## config.mk

```make
export PLATFORM = sky130hd
export DESIGN_NAME = rle_block_decoder
export DESIGN_NICKNAME = d
export VERILOG_FILES = /design/src/rtl/rle_dec_pkg.sv /design/src/rtl/rle_blk_buf.sv /design/src/rtl/rle_block_decoder.sv
export SDC_FILE = /design/constraint.sdc
export NUM_CORES = 1
export LEC_CHECK = 0
export BUFFER_PORTS_ARGS = -buffer_cell sky130_fd_sc_hd__buf_4
export CAP_MARGIN = 10
export CORE_UTILIZATION = 30
export DETAILED_ROUTE_END_ITERATION = 8
export GPL_ROUTABILITY_DRIVEN = 0
export GPL_TIMING_DRIVEN = 1
export PLACE_DENSITY = 0.56
export REMOVE_ABC_BUFFERS = 1
export SYNTH_ARGS = -nofsm -noshare
export SYNTH_HDL_FRONTEND = slang
export SYNTH_HIERARCHICAL = 1
export SYNTH_SLANG_ARGS = --single-unit
```

## constraint.sdc

```tcl
create_clock -name clk -period 3.65 [get_ports clk]
set_clock_uncertainty 0.15 [all_clocks]
set_input_delay 0.73 -clock clk [delete_from_list [all_inputs] [get_ports clk]]
set_output_delay 0.73 -clock clk [all_outputs]
set_load 0.05 [all_outputs]
```

## src/rtl/rle_dec_pkg.sv

```systemverilog
// Shared constants and types for the run-length block decoder.
//   COEF_W : signed coefficient width (matches the DCT output)
//   BLK_N  : coefficients per block
//   RUN_W  : zero-run field width
//   POS_W  : write-position width, wide enough to hold pos + run without wrap
package rle_dec_pkg;
  localparam int COEF_W = 19;
  localparam int BLK_N  = 8;
  localparam int RUN_W  = 3;
  localparam int POS_W  = 4;
  localparam int IDX_W  = 3;

  typedef enum logic {FILL = 1'b0, FULL = 1'b1} state_t;

  typedef logic signed [COEF_W-1:0] coef_t;
  typedef logic [RUN_W-1:0]         run_t;
  typedef logic [POS_W-1:0]         pos_t;
  typedef logic [IDX_W-1:0]         idx_t;
endpackage

```

## src/rtl/rle_blk_buf.sv

```systemverilog
// Block buffer: BLK_N x COEF_W register file.
//   clk, rst : clock, synchronous active-high reset (clears all slots)
//   clr      : synchronous clear of all slots
//   we, idx, wdata : single write port
//   rd       : parallel read-out, one entry per slot, straight from the registers
module rle_blk_buf
  import rle_dec_pkg::*;
(
  input  logic  clk,
  input  logic  rst,
  input  logic  clr,
  input  logic  we,
  input  idx_t  idx,
  input  coef_t wdata,
  output coef_t rd [BLK_N]
);

  generate
    for (genvar gi = 0; gi < BLK_N; gi++) begin : g_slot
      coef_t slot_reg;

      // Clear wins over write; the decoder never asserts both together.
      always_ff @(posedge clk) begin
        if (rst || clr) begin
          slot_reg <= '0;
        end else if (we && (idx == idx_t'(gi))) begin
          slot_reg <= wdata;
        end
      end

      assign rd[gi] = slot_reg;
    end
  endgenerate

endmodule

```

## src/rtl/rle_block_decoder.sv

```systemverilog
// Run-length block decoder: turns (zero-run, coefficient) tokens into
// 8-coefficient blocks presented in parallel.
//   clk, rst              : clock, synchronous active-high reset
//   in_valid/in_ready     : token handshake; in_run, in_coef, in_eob token fields
//   out_valid/out_ready   : block handshake; out_coef0..7 block (0 = DC)
//   err_ovf               : sticky, a token's run overran the block
//   blk_cnt               : blocks delivered, wraps at 2^16
module rle_block_decoder
  import rle_dec_pkg::*;
(
  input  logic              clk,
  input  logic              rst,
  input  logic              in_valid,
  output logic              in_ready,
  input  logic [RUN_W-1:0]  in_run,
  input  logic [COEF_W-1:0] in_coef,
  input  logic              in_eob,
  output logic              out_valid,
  input  logic              out_ready,
  output logic [COEF_W-1:0] out_coef0,
  output logic [COEF_W-1:0] out_coef1,
  output logic [COEF_W-1:0] out_coef2,
  output logic [COEF_W-1:0] out_coef3,
  output logic [COEF_W-1:0] out_coef4,
  output logic [COEF_W-1:0] out_coef5,
  output logic [COEF_W-1:0] out_coef6,
  output logic [COEF_W-1:0] out_coef7,
  output logic              err_ovf,
  output logic [15:0]       blk_cnt
);

  state_t      state_reg, state_next;
  pos_t        pos_reg;
  logic        err_ovf_reg;
  logic [15:0] blk_cnt_reg;

  pos_t  tgt;
  logic  accept, release_blk, buf_we, overrun;
  coef_t rd [BLK_N];

  // 4-bit sum cannot wrap: pos <= 7 while filling and run <= 7.
  assign tgt         = pos_reg + pos_t'(in_run);
  assign overrun     = (tgt > pos_t'(BLK_N - 1));
  assign accept      = in_valid && (state_reg == FILL);
  assign release_blk = out_ready && (state_reg == FULL);
  assign buf_we      = accept && !in_eob && !overrun;

  assign in_ready  = (state_reg == FILL);
  assign out_valid = (state_reg == FULL);

  always_comb begin
    state_next = state_reg;
    case (state_reg)
      FILL: if (accept && (in_eob || tgt >= pos_t'(BLK_N - 1))) state_next = FULL;
      FULL: if (out_ready) state_next = FILL;
      default: state_next = FILL;
    endcase
  end

  always_ff @(posedge clk) begin
    if (rst) begin
      state_reg   <= FILL;
      pos_reg     <= '0;
      err_ovf_reg <= 1'b0;
      blk_cnt_reg <= '0;
    end else begin
      state_reg <= state_next;
      if (buf_we) begin
        pos_reg <= tgt + pos_t'(1);
      end else if (release_blk) begin
        pos_reg <= '0;
      end
      if (accept && !in_eob && overrun) begin
        err_ovf_reg <= 1'b1;
      end
      if (release_blk) begin
        blk_cnt_reg <= blk_cnt_reg + 16'd1;
      end
    end
  end

  // The release edge clears the buffer so skipped slots of the next block read 0.
  rle_blk_buf u_buf (
    .clk   (clk),
    .rst   (rst),
    .clr   (release_blk),
    .we    (buf_we),
    .idx   (tgt[IDX_W-1:0]),
    .wdata (coef_t'(in_coef)),
    .rd    (rd)
  );

  assign out_coef0 = rd[0];
  assign out_coef1 = rd[1];
  assign out_coef2 = rd[2];
  assign out_coef3 = rd[3];
  assign out_coef4 = rd[4];
  assign out_coef5 = rd[5];
  assign out_coef6 = rd[6];
  assign out_coef7 = rd[7];

  assign err_ovf = err_ovf_reg;
  assign blk_cnt = blk_cnt_reg;

endmodule
```

==> out/results.ini <==
[run]
cap_violations=0

[routing]
wirelength_mm=20.99
first_iter_violations=299
drcViolationCount=0
wl_per_cell_um=17.63
ant_nets=0
dr.pass1.iters=4
vias=5638
vias_per_cell=4.738

[clock_tree]
clockBufferDepth=2
clock-sinks=174
cts_tree=done
worstSkewPairLatency_ns=0.42
cts_root_buffer=clkbuf_16
postCtsResizedCells=0
h-tree-depth=4
clkTransAtPathRegs_ns=0.07
numCtsBuffers=17
cts_setup_buffers=0
holdBufCountCts=0

[logic_synthesis]
synth_seq_cells=174
async_flop_share_pct=0
yosysUniqueCellTypes=45
synth_cells=691
ys_warn_count=6
netlist_area_um2=7680
synth-edff-count=0
seq_area_frac_synth_pct=45.36
ys.flop_type=dfxtp_1
postSynthAreaPerCell_um2=11.11

[run_status]
outcome=finished, final reports clean

[final_layout]
layoutNonFillerInstCount=1190
final_common_cell=buf_4
final_cell_mix=212 x buf_4, 174 x dfxtp_1, 154 x mux2i_1, 106 x or3b_1, 66 x or3b_2
fill_cells=2436
stdcell_area_um2=10080
largest_reg_flops=152
fin_nets=880
drive_gt1_share_pct=37.79
antennaDiodeCount=0
syn_to_final_growth_pct=31.20

[power]
p_leak_nw=4.783
power_density_nw_per_um2=439.8
irDropWorstVdd_mv=0.2556

[floorplan]
die_h_um=162
rows=58
initial_core_util_pct=30.50
io_pins=198
die_w_um=162
die_area_um2=26240
core_um2=25180

[sta]
rsz0062_at_grt=false
hold_viol_final=0
slew_headroom_pct=55.20
hold-worst-slack_ns=0.3210
fmax_ghz=0.3546
tns_ns=0
fin_crit_sh_pct=77.27
setup_viol=0
maxSlewViolCount=0
worst_pin_slew_ns=0.6626
period_minus_slack_ns=2.820

[setup_path]
cp-end-kind=flip-flop
worst-r2r-cell-count=7
worst-setup-path-type=input port to flip-flop
cp-start-kind=input port
worstPathMaxFanout=11
worstPathArrival_ns=2.97
crit_required_ns=3.80

[placed_design]
place_inst=1158
dp_hpwl_mm=13.67
place_area_um2=9448
io_buffers=197

[grt]
grt_overflow_total=0
antenna_found_initial=0
grt_pass1_wl_mm=32.79
grt_max_degree=76
grt_pass1_vias=5429
grtUsageTotal_pct=16.06

[hold_path]
hold_class=flip-flop to flip-flop
min_path_cells=2

## area by class of cell
| type | count | area [µm²] | share of cell area (%) |
|---|---|---|---|
| Timing Repair Buffer | 217 | 1692 | 16.79 |
| Sequential cell | 174 | 3483 | 34.57 |
| Inverter | 7 | 26.28 | 0.2608 |
| Clock inverter | 15 | 202.7 | 2.012 |
| Multi-Input combinational cell | 430 | 3834 | 38.05 |
| Tap cell | 330 | 412.9 | 4.098 |
| Clock buffer | 17 | 425.4 | 4.222 |
## routing by layer
metal	global-route usage [%]	up-vias	routed length, µm
met3	5.337	12	1404
met4	3.559	0	138
met5	0	-	0
met1	22.07	2696	10140
li1	-	2792	-
met2	24.19	138	9300
## kinds of logic (layout without fill, tap and decap cells)
group           Yosys count  count (layout)  synth area share, %
simple gates            233             233                24.96
mux                     154             154                20.07
fa+ha+maj                 6               6                1.075
xor+xnor                 14              14                1.597
compound gates           23              23                1.857
flops                   174             174                45.36
buf+inv                  87             256                5.083
## per-stage QoR
stage	setup slack [ns]	utilization (%)	total power, W
2_1_floorplan	-1.078	-	0.002304
5_1_grt	0.6854	40.01	0.004615
6_report	0.8297	40.01	0.004432
3_5_place_dp	0.4033	37.52	0.002518
3_3_place_gp	0.5031	37.52	0.002519
4_1_cts	0.8359	40.01	0.004499
## synthesized netlist by cell type (3+ instances only)
cell / instances / area [µm²]
nand4b_1: 4 / 35.03
dfxtp_1: 174 / 3483
o31ai_1: 3 / 22.52
nand4bb_1: 3 / 33.78
clkbuf_1: 50 / 187.7
buf_4: 3 / 22.52
or3b_2: 66 / 578.1
nand3_1: 7 / 35.03
ha_1: 5 / 62.56
o41ai_1: 3 / 26.28
nand4_1: 6 / 37.54
buf_1: 7 / 26.28
o21ai_0: 5 / 25.02
or3b_1: 106 / 928.4
nand2_1: 4 / 15.01
xnor2_1: 5 / 43.79
a21oi_1: 9 / 45.04
inv_1: 7 / 26.28
nor2_1: 15 / 56.30
xor2_1: 9 / 78.83
mux2i_1: 154 / 1541
buf_2: 17 / 85.08
## path summary, 6_finish.rpt
kind	start	endpoint	slack, ns
setup / recovery	in_run[2]	u_buf/g_slot[4].slot_reg[0]$_SDFFE_PP0P_	0.83
hold / removal	err_ovf$_SDFFE_PP0P_	err_ovf$_SDFFE_PP0P_	0.32
setup reg to reg	pos_reg[2]$_SDFFE_PP0P_	u_buf/g_slot[4].slot_reg[0]$_SDFFE_PP0P_	0.93
hold reg to reg	err_ovf$_SDFFE_PP0P_	err_ovf$_SDFFE_PP0P_	0.32
## worst max-delay path, stage by stage
cell       delay, ns
buf_4           0.11
ha_1            0.32
a21oi_1         0.34
nand3_1         0.15
nand2_1         0.26
nand4bb_2       0.54
buf_12          0.37
mux2i_1         0.13
## report_power, final
part	total (W)	internal (W)	leakage, nW	switching, W
clock	0.00196	0.00111	0.306	0.000857
sequential	0.00196	0.00193	1.40	0.0000225
combinational	0.000511	0.000178	3.07	0.000332
total	0.00443	0.00322	4.78	0.00121
Power figures use the tool's default switching activity.
